### src/rtl/timer_display.sv
// Four-digit multiplexed 7-segment countdown display with colon blink and an end-of-time indication.
// Define TIMER_DISPLAY_ALARM_EN to build the blinking ALARM state and buzzer; without it RUN ends directly in DONE.
module timer_display #(
    parameter int unsigned SCAN_DIV     = 100000,
    parameter int unsigned BLINK_DIV    = 50000000,
    parameter int unsigned ALARM_BLINKS = 10
) (
    input  logic        clk,
    input  logic        rstn,
    input  logic        start,
    input  logic [16:1] bcd_in,
    output logic [3:0]  an,
    output logic [6:0]  seg,
    output logic        dp,
    output logic        buzzer,
    output logic        alarm
);
    localparam int unsigned SCAN_W  = (SCAN_DIV > 1) ? $clog2(SCAN_DIV) : 1;
    localparam int unsigned BLINK_W = (BLINK_DIV > 1) ? $clog2(BLINK_DIV) : 1;
    localparam logic [SCAN_W-1:0]  SCAN_LAST  = SCAN_W'(SCAN_DIV - 1);
    localparam logic [BLINK_W-1:0] BLINK_LAST = BLINK_W'(BLINK_DIV - 1);

`ifdef TIMER_DISPLAY_ALARM_EN
    localparam int unsigned HALF_W = (ALARM_BLINKS > 1) ? $clog2(ALARM_BLINKS) : 1;
    localparam logic [HALF_W-1:0] HALF_LAST = HALF_W'(ALARM_BLINKS - 1);
    typedef enum logic [1:0] {IDLE, RUN, ALARM, DONE} state_t;
`else
    typedef enum logic [1:0] {IDLE, RUN, DONE} state_t;
`endif

    logic               r_rstSync;
    logic               w_rstn;
    state_t             r_state;
    state_t             w_nextState;
    logic [16:1]        r_bcd;
    logic [SCAN_W-1:0]  r_scanCnt;
    logic [1:0]         r_digitIdx;
    logic [BLINK_W-1:0] r_blinkCnt;
    logic               r_blinkOn;
    logic               w_blinkTerm;
    logic               w_zero;
    logic               w_colonOn;
    logic               w_blank;
    logic [3:0]         w_nibble;
    logic [3:0]         w_anNext;
    logic [6:0]         w_segNext;
    logic [3:0]         r_an;
    logic [6:0]         r_seg;
    logic               r_dp;
`ifdef TIMER_DISPLAY_ALARM_EN
    logic [HALF_W-1:0]  r_halfCnt;
`endif

    // Reset asserts asynchronously; its release is retimed so logic first acts on the second edge.
    always_ff @(posedge clk or negedge rstn) begin
        if (!rstn) r_rstSync <= 1'b0;
        else       r_rstSync <= 1'b1;
    end
    assign w_rstn = r_rstSync;

    always_ff @(posedge clk or negedge w_rstn) begin
        if (!w_rstn) begin
            r_bcd      <= '0;
            r_scanCnt  <= '0;
            r_digitIdx <= 2'd0;
        end else begin
            r_bcd <= bcd_in;
            if (r_scanCnt == SCAN_LAST) begin
                r_scanCnt  <= '0;
                r_digitIdx <= r_digitIdx + 2'd1;
            end else begin
                r_scanCnt <= r_scanCnt + SCAN_W'(1);
            end
        end
    end

    assign w_zero      = (r_bcd == 16'h0000);
    assign w_blinkTerm = (r_blinkCnt == BLINK_LAST);

    always_ff @(posedge clk or negedge w_rstn) begin
        if (!w_rstn) r_state <= IDLE;
        else         r_state <= w_nextState;
    end

    // Dropping start wins over every other transition.
    always_comb begin
        w_nextState = r_state;
        if (!start) begin
            w_nextState = IDLE;
        end else begin
            case (r_state)
                IDLE:  w_nextState = w_zero ? DONE : RUN;
`ifdef TIMER_DISPLAY_ALARM_EN
                RUN:   if (w_zero) w_nextState = ALARM;
                ALARM: if (w_blinkTerm && (r_halfCnt == HALF_LAST)) w_nextState = DONE;
`else
                RUN:   if (w_zero) w_nextState = DONE;
`endif
                DONE:  w_nextState = DONE;
                default: w_nextState = IDLE;
            endcase
        end
    end

    // Blink timing restarts from an "on" half-period whenever a state is entered.
    always_ff @(posedge clk or negedge w_rstn) begin
        if (!w_rstn) begin
            r_blinkCnt <= '0;
            r_blinkOn  <= 1'b1;
`ifdef TIMER_DISPLAY_ALARM_EN
            r_halfCnt  <= '0;
`endif
        end else if (w_nextState != r_state) begin
            r_blinkCnt <= '0;
            r_blinkOn  <= 1'b1;
`ifdef TIMER_DISPLAY_ALARM_EN
            r_halfCnt  <= '0;
`endif
        end else if (r_state != IDLE && r_state != DONE) begin
            if (w_blinkTerm) begin
                r_blinkCnt <= '0;
                r_blinkOn  <= ~r_blinkOn;
`ifdef TIMER_DISPLAY_ALARM_EN
                r_halfCnt  <= r_halfCnt + HALF_W'(1);
`endif
            end else begin
                r_blinkCnt <= r_blinkCnt + BLINK_W'(1);
            end
        end
    end

    assign w_colonOn = (r_state == RUN) ? r_blinkOn : 1'b1;
`ifdef TIMER_DISPLAY_ALARM_EN
    assign w_blank = (r_state == ALARM) && !r_blinkOn;
`else
    assign w_blank = 1'b0;
`endif

    always_comb begin
        w_nibble = r_bcd[16:13];
        w_anNext = 4'b0111;
        case (r_digitIdx)
            2'd0: begin w_nibble = r_bcd[16:13]; w_anNext = 4'b0111; end
            2'd1: begin w_nibble = r_bcd[12:9];  w_anNext = 4'b1011; end
            2'd2: begin w_nibble = r_bcd[8:5];   w_anNext = 4'b1101; end
            default: begin w_nibble = r_bcd[4:1]; w_anNext = 4'b1110; end
        endcase
        if (w_blank) w_anNext = 4'b1111;

        w_segNext = 7'b1111111;
        case (w_nibble)
            4'd0: w_segNext = 7'b1000000;
            4'd1: w_segNext = 7'b1111001;
            4'd2: w_segNext = 7'b0100100;
            4'd3: w_segNext = 7'b0110000;
            4'd4: w_segNext = 7'b0011001;
            4'd5: w_segNext = 7'b0010010;
            4'd6: w_segNext = 7'b0000010;
            4'd7: w_segNext = 7'b1111000;
            4'd8: w_segNext = 7'b0000000;
            4'd9: w_segNext = 7'b0010000;
            default: w_segNext = 7'b1111111;
        endcase
    end

    always_ff @(posedge clk or negedge w_rstn) begin
        if (!w_rstn) begin
            r_an  <= 4'b1111;
            r_seg <= 7'b1111111;
            r_dp  <= 1'b1;
        end else begin
            r_an  <= w_anNext;
            r_seg <= w_segNext;
            r_dp  <= !((r_digitIdx == 2'd1) && w_colonOn);
        end
    end

    assign an  = r_an;
    assign seg = r_seg;
    assign dp  = r_dp;

`ifdef TIMER_DISPLAY_ALARM_EN
    assign buzzer = (r_state == ALARM);
    assign alarm  = (r_state == ALARM) || (r_state == DONE);
`else
    assign buzzer = 1'b0;
    assign alarm  = (r_state == DONE);
`endif
endmodule

### config.mk
export PLATFORM = sky130hd
export DESIGN_NAME = timer_display
export DESIGN_NICKNAME = d
export VERILOG_FILES = /design/src/rtl/timer_display.sv
export SDC_FILE = /design/constraint.sdc
export NUM_CORES = 1
export LEC_CHECK = 0
export ABC_AREA = 1
export CORE_MARGIN = 2
export CORE_UTILIZATION = 52
export CTS_CLUSTER_DIAMETER = 40
export CTS_CLUSTER_SIZE = 40
export DETAILED_ROUTE_END_ITERATION = 12
export PLACE_DENSITY = 0.79
export SLEW_MARGIN = 25
export SYNTH_ARGS = -nofsm -noshare
export SYNTH_HDL_FRONTEND = slang
export SYNTH_SLANG_ARGS = --single-unit
### constraint.sdc
create_clock -name clk -period 2.1 [get_ports clk]
set_input_delay 0.315 -clock clk [delete_from_list [all_inputs] [get_ports clk]]
set_output_delay 0.315 -clock clk [all_outputs]
set_load 0.005 [all_outputs]
# Word-level counts from Yosys, hierarchy flattened
# Memories as Yosys holds them, arrays and structs flattened. A register that Yosys moved wholly into a read port is not among the register bits.
# Index checks and enable logic that the tools add are counted.
[classes]
n_shift = 0
order_cmp = 0
bitwise = 1
n_eq_ne = 8
div = 0
mux = 14
mul = 0
reduce_logical = 11
add_sub_neg = 3
[op_table]
columns = ["op", "n"]
rows = [
  ["2-to-1 mux 26 bit", 3],
  ["adder 26 x 1 -> 26 bit, second input constant", 1],
  ["equality test 26 bit, second input constant", 1],
  ["case mux 4 bit (3 select lines)", 2],
  ["adder 17 x 1 -> 17 bit, second input constant", 1],
  ["equality test 17 bit, second input constant", 1],
  ["2-to-1 mux 17 bit", 1],
  ["zero test 16 bit", 1],
  ["2-to-1 mux 2 bit", 3],
  ["case mux 2 bit (3 select lines)", 1],
  ["nonzero test 2 bit", 3],
  ["equality test 2 x 1 -> 1 bit, second input constant", 2],
  ["equality test 2 bit, second input constant", 2],
  ["zero test 2 bit", 2],
  ["2-to-1 mux 1 bit", 4],
  ["adder 2 x 1 -> 2 bit, second input constant", 1],
  ["logical AND 1 bit", 2],
  ["zero test 1 bit", 2],
  ["!= test 2 bit", 1],
  ["!= test 2 bit, second input constant", 1],
  ["AND reduction 2 bit", 1],
  ["NOT 1 bit", 1],
]
[totals]
reg_bits = 70
latchBits = 0
ram_bits = 0
rom_bits = 112
inputBits = 19
memories = 1
[mem_list]
columns = ["memory", "depth", "width", "rd", "rd_clocked_by_memory_dff", "wr", "line_no", "source"]
rows = [
  ["(name not given)", 16, 7, 1, 1, 0, "151", "case (w_nibble)"],
]

# Depth between registers and ports, before layout
# Gate-level depths: netlist (run 1).
[depth]
depth_word = 7
depth_mapped = 12
ltp_nobuf = 12

# Worst setup path before layout (run 1)
# No wires, ideal clock.
[synth_path]
path_kind = "reg2reg"
startpoint = "register r_digitIdx[0]"
endpoint = "register r_seg[3], in the netlist seg[3]"
path_slack_ps = 73
arrival_time_ps = 1945
setup_time_ps = 82
path_stages_with_launch = 10
path_buffers = 0
cell_sequence = "dfrtp_1 inv_1 ha_1 a22o_1 o22ai_1 inv_1 ha_1 or2_2 nand3_1 nand2_1"
[synth_via]
elab_chain_cells = 2
elab_cells_between_ends = 4
[synth_lines]
columns = ["item", "line_no", "source"]
rows = [
  ["start, declared", "37", "logic [1:0] r_digitIdx;"],
  ["start signal, assigned", "70", "r_digitIdx <= r_digitIdx + 2'd1;"],
  ["equality test 2 bit, or another cell as far along", "142", "case (r_digitIdx)"],
  ["case mux 4 bit (3 select lines) (*)", "142", ""],
  ["end, declared", "48", "logic [6:0] r_seg;"],
]
# Every way passes the cells marked *; elsewhere a longest branch is shown, timed or not.
# A chain may end at the register's enable or synchronous reset.

# Worst setup path after layout (run 1)
# Same ends and word-level chain as after synthesis.

==> results of run 1 <==
-- sequential cells by signal, summed over array words and instances, names as in the netlist --
register    flops
r_blinkCnt     26
r_scanCnt      17
r_bcd          16
seg             7
an              4
r_digitIdx      2
r_state         2
dp              1
r_blinkOn       1
r_rstSync       1
-- metal layers --
metal / vias to the layer above / wire length, um / track usage / part of all wire
met2: 81 / 3876 / 0.3456 / 0.49
met1: 1507 / 3595 / 0.2692 / 0.45
met5: - / 0 / 0 / 0
li1: 1648 / - / - / -
met3: 13 / 312 / 0.03071 / 0.039
met4: 0 / 118 / 0.08081 / 0.015
-- layout by cell type (no fill, tap or decap), types with 2 or more instances in the layout --
| master | Yosys | routed |
|---|---|---|
| a21oi_1 | 7 | 7 |
| clkdlybuf4s50_1 | 0 | 31 |
| nand3_1 | 37 | 37 |
| buf_4 | 2 | 6 |
| nand2_1 | 118 | 118 |
| a22o_1 | 3 | 3 |
| nor3_1 | 7 | 7 |
| or2_2 | 4 | 4 |
| clkinv_4 | 0 | 2 |
| inv_2 | 3 | 3 |
| inv_6 | 0 | 2 |
| nand3_4 | 2 | 2 |
| nor4_1 | 4 | 4 |
| xor2_1 | 17 | 17 |
| nor2_1 | 72 | 72 |
| nand4_1 | 15 | 15 |
| nor2_2 | 3 | 3 |
| o21ai_0 | 14 | 14 |
| clkbuf_8 | 0 | 9 |
| ha_1 | 11 | 11 |
| nand2_2 | 2 | 2 |
| conb_1 | 2 | 2 |
| dfrtp_1 | 64 | 63 |
| o22ai_1 | 4 | 3 |
| inv_1 | 80 | 80 |
| dfstp_2 | 13 | 13 |
-- Yosys cell counts, drive strengths merged (7+ instances only) --
cell type  count  area, sq um
a21oi          7        35.03
dfrtp         64         1602
dfstp         13        341.6
ha            11        137.6
inv           83        311.6
nand2        120        455.4
nand3         40        230.2
nand4         16        106.4
nor2          76        300.3
nor3           9        61.31
o21ai         15        86.34
xor2          17        148.9
-- area by class of cell --
cell class / instances / share of cell area
clock buffer: 10 / 0.02732
clock inverter: 6 / 0.01554
inverter: 83 / 0.06670
multi-input combinational: 333 / 0.3673
sequential: 77 / 0.4163
tap: 99 / 0.02652
timing repair buffer: 38 / 0.08036
-- path summary, 6_finish.rpt --
kind | endpoint | slack [ns] | cells past startpoint
worst max-delay path | seg[3] | 0.12 | 9
worst min-delay path | r_rstSync | 0.11 | 1
worst min register to register | r_scanCnt[6] | 0.29 | 1
worst max register to register | seg[3] | 0.12 | 9
min in group clk | r_bcd[1] | 0.40 | 1
max in group asynchronous | dp | 1.47 | 1
-- critical path, delay by kind of cell, from the launching register on --
family | cells | cell delay [ns]
adders and majority gates | 2 | 0.55
DFF | 1 | 0.38
buffers and inverters | 2 | 0.18
AOI/OAI and AO/OA | 2 | 0.34
and+or+nand+nor | 3 | 0.46
-- through the flow --
stage	utilization	setup TNS [ns]	total power [mW]	hold slack, ns
final	0.6371	0	2.875	0.1095
after global routing	0.6371	-0.003221	3.002	0.1066
after CTS	0.6363	0	2.902	0.09726
after detailed placement	0.6090	0	1.783	0.3103
after global placement	0.6090	0	1.775	0.3088
after floorplan	-	0	1.681	0.01941
-- cell families after synthesis --
logic type | after synthesis | share of synthesized area
AOI/OAI and AO/OA | 32 | 0.04900
xor gates and xnor gates | 18 | 0.03957
adders and majority gates | 11 | 0.03455
buffers and inverters | 86 | 0.08323
DFF | 77 | 0.4878
other | 2 | 0.001885
and+or+nand+nor | 270 | 0.3040
-- power groups by stage --
stage / sequential (mW) / combinational (mW) / clock, mW
6_report: 1.56 / 0.196 / 1.12
3_5_place_dp: 1.58 / 0.199 / 0
3_3_place_gp: 1.58 / 0.194 / 0
5_1_grt: 1.56 / 0.225 / 1.22
4_1_cts: 1.56 / 0.200 / 1.15
2_1_floorplan: 1.60 / 0.0826 / 0
==> results.yml, run 1 <==
pwr:
  p_leak_nw: 2.275
  power_switching_mw: 0.6883
  ir_worst_vdd_mv: 0.4022
  clockPowerShare: 0.391
  power.internal_mw: 2.186
  switching_share: 0.2395
  power_density_mw_per_mm2: 615.4
  combPwrFrac: 0.068
  seqPwrFrac: 0.541
timing:
  finClkSkew_ns: 0.01186
  setup_violations: 0
  post-route-period-util: 0.9430
  period_needed_ns: 1.980
  fin_ws_ns: 0.1196
  fmax_mhz: 505.0
  hold_viol: 0
  slew_viol_final: 0
setup_path:
  reg2reg_from: "r_digitIdx[0]"
  cp_slowest_cell: "dfrtp_1"
  max_stage_delay_ns: 0.38
  crit_path_cell_trace: "inv_1, ha_1, a22o_1, o22ai_2, inv_1, ha_1, or2_2, nand3_1, nand2_1"
  cp_max_fo: 5
  cp-start-kind: "flop"
  path_class: "flop to flop"
  required_ns: 2.38
  crit_start: "r_digitIdx[0]"
  arrival_ns: 2.26
  end_kind: "flop"
detailed_routing:
  drc_errors: 0
  wirelength_um: 7902
  first_iter_violations: 193
  vias_per_cell: 5.029
  first_pass_iters: 4
  detail-route-antenna-nets: 0
  wl_per_cell_um: 12.23
  vias: 3249
global_route:
  grt_pass1_wl_um: 14020
  grt_pass1_vias: 3259
  grt_use_total: 0.2064
  antenna_found_initial: 0
  grt_max_degree: 77
  gr-total-overflow: 0
placed_design:
  dp_hpwl_um: 5971
  dpl.cell_count: 630
  gp_congestion: 0.9123
  port_buffers: 31
  dp_worst_setup_slack_ns: 0.08959
  dpl_cell_area_sq_mm: 0.004464
cts:
  cts_tree: "built"
  cts_root_buf: "clkbuf_8"
  htreeDepth: 3
  postCtsHoldBufs: 0
  cts_resized: 0
  clk_pin_slew_ns: 0.09
  cts_buffers: 9
  clk_path_buf_depth: 2
  clock_latency_ns: 0.35
  post_cts.repair.setup_buffers: 0
  cts.sinks: 77
final_layout:
  fin_cells: 646
  nets: 572
  diodes: 0
  drive_gt1_frac: 0.1042
  n_fill_cell: 610
  multi_input_area_sq_mm: 0.001715
  fin_area_sq_mm: 0.004671
  area_growth_pct: 17.24
  area.sequential_sq_mm: 0.001944
job:
  cap_viol_max_count: 0
floorplanning:
  start_util: 0.5434
  fp.dieW_um: 91.53
  die_y_um: 91.53
  die_area_sq_mm: 0.008378
  ios: 33
  core.rowCount: 31
  coreArea_sq_mm: 0.007331
min_path:
  hold_path_class: "primary input to asynchronous set/reset pin"
yosys:
  synth_seq_cells: 77
  yosys_warnings: 0
  syn_area_sq_mm: 0.003984
  synth_nets: 526
  synth_flop_cell: "dfrtp_1"
  synth_seq_area_share: 0.4878
  synth_edf_count: 0
  synth_cell_types: 34
  avgSynthCellArea_sq_um: 8.032
  synthCells: 496
  async_flop_share: 1.000
run_status:
  status: "finished, final reports clean"
(Power assumes the default switching activity.)
==> inputs of run 2 (changes only) <==
--- a/config.mk
+++ b/config.mk
@@ -7,12 +7,11 @@
 export LEC_CHECK = 0
 export ABC_AREA = 1
 export CORE_MARGIN = 2
-export CORE_UTILIZATION = 52
+export CORE_UTILIZATION = 62
 export CTS_CLUSTER_DIAMETER = 40
 export CTS_CLUSTER_SIZE = 40
 export DETAILED_ROUTE_END_ITERATION = 12
-export PLACE_DENSITY = 0.79
-export SLEW_MARGIN = 25
+export PLACE_DENSITY = 0.87
 export SYNTH_ARGS = -nofsm -noshare
 export SYNTH_HDL_FRONTEND = slang
 export SYNTH_SLANG_ARGS = --single-unit
==> constraint.sdc (replaced) <==
create_clock -name clk -period 2.52 [get_ports clk]
set_input_delay 0.378 -clock clk [delete_from_list [all_inputs] [get_ports clk]]
set_output_delay 0.378 -clock clk [all_outputs]
set_load 0.005 [all_outputs]
==> results.yml, run 2 (synthesis gave the netlist of run 1 again) <==
timing:
  worstMarginPinSlew_ns: 0.5341
  slew_viol_final: 0
  period_needed_ns: 2.130
  rsz0062_at_grt: "false"
  tns_ns: 0
  slew_headroom: 0.6439
  finClkSkew_ns: 0.01100
  fmax_mhz: 469.6
  hold_viol: 0
  post-route-period-util: 0.8450
  setup_violations: 0
pwr:
  switching_share: 0.2612
  combPwrFrac: 0.063
  power_switching_mw: 0.6481
  clockPowerShare: 0.413
  ir_worst_vdd_mv: 0.3694
  power.internal_mw: 1.833
  power_density_mw_per_mm2: 537.2
  seqPwrFrac: 0.524
  p_leak_nw: 2.266
cts:
  cts_tree: "built"
  cts_root_buf: "clkbuf_8"
  clock_latency_ns: 0.36
  postCtsHoldBufs: 0
  cts.sinks: 77
  clk_path_buf_depth: 2
  cts_resized: 0
  htreeDepth: 3
  post_cts.repair.setup_buffers: 0
  clk_pin_slew_ns: 0.09
  cts_buffers: 9
global_route:
  grt_use_total: 0.2654
  grt_pass1_vias: 3451
  gr-total-overflow: 0
  grt_pass1_wl_um: 15080
  use_met3: 0.03933
  use_met1: 0.3318
  met2_usage: 0.4452
  grt_max_degree: 33
  antenna_found_initial: 0
  gr-max-usage-layer: "met2"
floorplanning:
  fp.dieW_um: 84.16
  start_util: 0.6346
  coreArea_sq_mm: 0.006277
  die_y_um: 84.16
  die_area_sq_mm: 0.007083
  core.rowCount: 29
  ios: 33
placed_design:
  dp_hpwl_um: 6222
  gp_congestion: 0.9960
  dpl_cell_area_sq_mm: 0.004407
  port_buffers: 31
setup_path:
  cp_slowest_cell: "dfrtp_1"
  max_stage_delay_ns: 0.39
  cp-start-kind: "flop"
  path_class: "flop to flop"
  required_ns: 2.81
  arrival_ns: 2.42
  end_kind: "flop"
  reg2reg_from: "r_digitIdx[0]"
  cp-endpoint: "seg[3]"
  worstRegToRegCells: 8
  crit_start: "r_digitIdx[0]"
  r2r_end: "seg[3]"
  crit_path_cell_trace: "inv_1, ha_1, a22o_1, o22ai_1, ha_1, or2_2, nand3_1, nand2_1"
  cp_max_fo: 5
  cpMostUsedCell: "ha_1"
  worst-r2r-setup-slack_ns: 0.39
detailed_routing:
  vias: 3425
  vias_per_cell: 5.524
  wl_per_cell_um: 13.95
  wirelength_um: 8649
  drc_errors: 0
  first_iter_violations: 244
  detail-route-antenna-nets: 0
  first_pass_iters: 4
final_layout:
  nets: 568
  drive_gt1_frac: 0.09761
  area_growth_pct: 15.92
  top_regs: "r_blinkCnt x26, r_scanCnt x17, r_bcd x16"
  n_fill_cell: 446
  diodes: 0
  final_cell_mix: "nand2_1, inv_1, nor2_1, dfrtp_1, nand3_1"
  final_common_cell: "nand2_1"
  fin_area_sq_mm: 0.004618
  top_register: "r_blinkCnt"
  largest_register_ffs: 26
job:
  cap_viol_max_count: 0
run_status:
  status: "finished, final reports clean"
min_path:
  hold_path_class: "primary input to asynchronous set/reset pin"
==> run 2: worst min-delay path by stage <==
| stage | from | end | slack (ns) |
|---|---|---|---|
| floorplan | rstn | r_rstSync | 0.08 |
| global placement | r_rstSync | r_scanCnt[11] | 0.22 |
| detailed placement | r_rstSync | r_scanCnt[11] | 0.22 |
| CTS | rstn | r_rstSync | 0.14 |
| global route | rstn | r_rstSync | 0.15 |
| finish | rstn | r_rstSync | 0.15 |
==> run 2: per-layer routing <==
metal  share of wire  up-vias  wire length (um)
met3           0.045       32               386
met4           0.035        0               299
met2            0.50      118              4321
li1                -     1636                 -
met1            0.42     1639              3642
met5               0        -                 0
==> run 2: worst max-delay path: cells and delay by family, from the launching register on <==
kind | cells | cell delay [ns]
fa+ha+maj | 2 | 0.57
compound gates | 2 | 0.54
buf+inv | 1 | 0.10
flops | 1 | 0.39
simple gates | 3 | 0.46
==> run 2: layout make-up <==
class | instances | area, sq um | share of cell area
inverter | 83 | 311.5 | 0.06746
timing repair buffer | 34 | 345.3 | 0.07478
clock buffer | 9 | 123.9 | 0.02682
multi-input combinational | 333 | 1709 | 0.3701
tap | 77 | 96.34 | 0.02086
clock inverter | 7 | 87.58 | 0.01897
sequential | 77 | 1944 | 0.4210
==> run 2: metrics by stage <==
stage / power [mW] / hold slack, ns / setup slack [ns] / utilization / std cells
6_report: 2.481 / 0.1537 / 0.3905 / 0.7357 / 620
5_1_grt: 2.555 / 0.1535 / 0.2662 / 0.7357 / 620
4_1_cts: 2.490 / 0.1405 / 0.3874 / 0.7357 / 620
3_5_place_dp: 1.481 / 0.2158 / 0.4340 / 0.7020 / 604
3_3_place_gp: 1.474 / 0.2220 / 0.5078 / 0.7020 / 604
2_1_floorplan: 1.401 / 0.08241 / 0.2096 / - / 496
==> run 2: power groups by stage <==
| stage | clock, mW | combinational, mW | sequential, mW |
|---|---|---|---|
| after global placement | 0 | 0.150 | 1.32 |
| after CTS | 1.03 | 0.158 | 1.30 |
| final | 1.02 | 0.157 | 1.30 |
| after floorplan | 0 | 0.0689 | 1.33 |
| after detailed placement | 0 | 0.156 | 1.32 |
| after global routing | 1.08 | 0.174 | 1.31 |
==> inputs of run 3 (changes only) <==
--- a/config.mk
+++ b/config.mk
@@ -7,11 +7,11 @@
 export LEC_CHECK = 0
 export ABC_AREA = 1
 export CORE_MARGIN = 2
-export CORE_UTILIZATION = 62
+export CORE_UTILIZATION = 52
 export CTS_CLUSTER_DIAMETER = 40
 export CTS_CLUSTER_SIZE = 40
 export DETAILED_ROUTE_END_ITERATION = 12
-export PLACE_DENSITY = 0.87
+export PLACE_DENSITY = 0.79
 export SYNTH_ARGS = -nofsm -noshare
 export SYNTH_HDL_FRONTEND = slang
 export SYNTH_SLANG_ARGS = --single-unit
==> constraint.sdc (replaced) <==
create_clock -name clk -period 1.75 [get_ports clk]
set_input_delay 0.2625 -clock clk [delete_from_list [all_inputs] [get_ports clk]]
set_output_delay 0.2625 -clock clk [all_outputs]
set_load 0.005 [all_outputs]
==> results.yml, run 3 (synthesis gave the netlist of run 1 again) <==
run_status:
  violations: "setup timing"
  status: "complete, but fails checks"
final_layout:
  drive_gt1_frac: 0.1757
  area_growth_pct: 24.28
  top_regs: "r_blinkCnt x26, r_scanCnt x17, r_bcd x16"
  final_cell_mix: "nand2_1, inv_1, nor2_1, dfrtp_1, nand3_1"
  diodes: 0
  top_register: "r_blinkCnt"
  utilization: 0.6754
  largest_register_ffs: 26
  nets: 594
  final_common_cell: "nand2_1"
pwr:
  p_leak_nw: 2.392
  power.internal_mw: 2.629
  power_density_mw_per_mm2: 698.2
  combPwrFrac: 0.079
  switching_share: 0.2394
  clockPowerShare: 0.379
  seqPwrFrac: 0.542
  ir_worst_vdd_mv: 0.3327
  power_switching_mw: 0.8274
cts:
  cts_buffers: 9
  cts_root_buf: "clkbuf_8"
  htreeDepth: 3
  clock_latency_ns: 0.35
  clk_path_buf_depth: 2
  postCtsHoldBufs: 0
  clk_pin_slew_ns: 0.08
  cts_tree: "built"
  cts.sinks: 77
job:
  cap_viol_max_count: 0
detailed_routing:
  vias: 3397
  vias_per_cell: 5.085
  first_iter_violations: 178
  first_pass_iters: 5
  wl_per_cell_um: 12.92
  detail-route-antenna-nets: 0
  drc_errors: 0
  wirelength_um: 8632
global_route:
  grt_use_total: 0.2243
  gr-total-overflow: 0
  grt_pass1_wl_um: 15120
  antenna_found_initial: 0
  grt_pass1_vias: 3381
  grt_max_degree: 41
setup_path:
  required_ns: 2.03
  arrival_ns: 2.05
  end_kind: "flop"
  cp_max_fo: 4
  path_class: "flop to flop"
  cp-start-kind: "flop"
floorplanning:
  fp.dieW_um: 91.53
  core.rowCount: 31
  ios: 33
  die_area_sq_mm: 0.008378
  die_y_um: 91.53
  start_util: 0.5434
  coreArea_sq_mm: 0.007331
timing:
  slew_viol_final: 0
  fin_ws_ns: -0.02165
  post-route-period-util: 1.012
  tns_ns: -0.02165
  hold_viol: 0
  finClkSkew_ns: 0.009369
  rsz0062_at_grt: "true"
  worstMarginPinSlew_ns: 0.5333
  setup_violations: 1
  fmax_mhz: 564.4
  slew_headroom: 0.6445
  period_needed_ns: 1.772
  holdWs_ns: 0.05386
min_path:
  hold_path_class: "primary input to asynchronous set/reset pin"
placed_design:
  gp_congestion: 0.9302
  dp_hpwl_um: 6303
  port_buffers: 31
run 3: cell count changes in the layout (fill, tap and decap cells not counted), moves of 3 or more:
cell        before  now
nand3_1         37   34
inv_6            3    0
nand2_2          2    5
inv_1           80   75
ha_1            11    5
buf_4            2   25
inv_2            3    8
clkinvlp_4       0    4
ha_4             0    4
nand3_2          1    4
run 3: power groups by stage:
stage	logic (mW)	registers, mW	clock network, mW
floorplan	0.103	1.92	0
global placement	0.241	1.91	0
detailed placement	0.249	1.91	0
CTS	0.256	1.88	1.36
global route	0.299	1.88	1.44
finish	0.271	1.87	1.31
run 3: path summary, 6_finish.rpt:
kind                                    start  slack, ns             to  depth (start not counted)
worst max-delay path            r_digitIdx[0]      -0.02         seg[3]                          9
min in group clk                   bcd_in[12]       0.35      r_bcd[12]                          1
worst max register to register  r_digitIdx[0]      -0.02         seg[3]                          9
worst min-delay path                     rstn       0.05      r_rstSync                          1
max in group asynchronous           r_rstSync       0.81             dp                          1
worst min register to register      r_rstSync       0.25  r_blinkCnt[9]                          0
run 3: per-stage QoR:
step / worst slack (ns) / std cells / instance area [sq um] / total power [mW]
5_1_grt: -0.08066 / 668 / 4951 / 3.626
6_report: -0.02165 / 668 / 4951 / 3.457
3_5_place_dp: -0.1415 / 645 / 4631 / 2.159
2_1_floorplan: -0.06083 / 496 / 4026 / 2.021
3_3_place_gp: -0.04521 / 645 / 4631 / 2.148
4_1_cts: 0.008551 / 663 / 4866 / 3.493
run 3: routing by layer:
metal / global-route usage / share of wire / up-vias
met5: 0 / 0 / -
met4: 0.08965 / 0.015 / 0
met3: 0.03320 / 0.039 / 13
met2: 0.3725 / 0.50 / 93
met1: 0.2945 / 0.44 / 1602
li1: - / - / 1689
run 3: worst max-delay path, cell delays in order (launching register included):
cell and delay (ns):
dfrtp_2 0.42, inv_2 0.07, ha_4 0.17, a22o_1 0.22, o22ai_2 0.16, inv_2 0.08, ha_4 0.23, or2_4 0.23
nand3_2 0.06, nand2_1 0.05
run 3: cell type report:
class,count,area (sq um)
clock buffer,10,127.6
tap,99,123.9
inverter,83,311.5
multi-input combinational,334,1826
fill,561,2380
sequential,77,1946
timing repair buffer,59,551.8
clock inverter,6,65.06
run 3: repair_timing:
action / CTS / global route
pin swaps: 3 / 10
buffers inserted: 2 / 4
setup endpoints to repair: 7 / 15
gates cloned: 0 / 1
resized for setup: 7 / 15
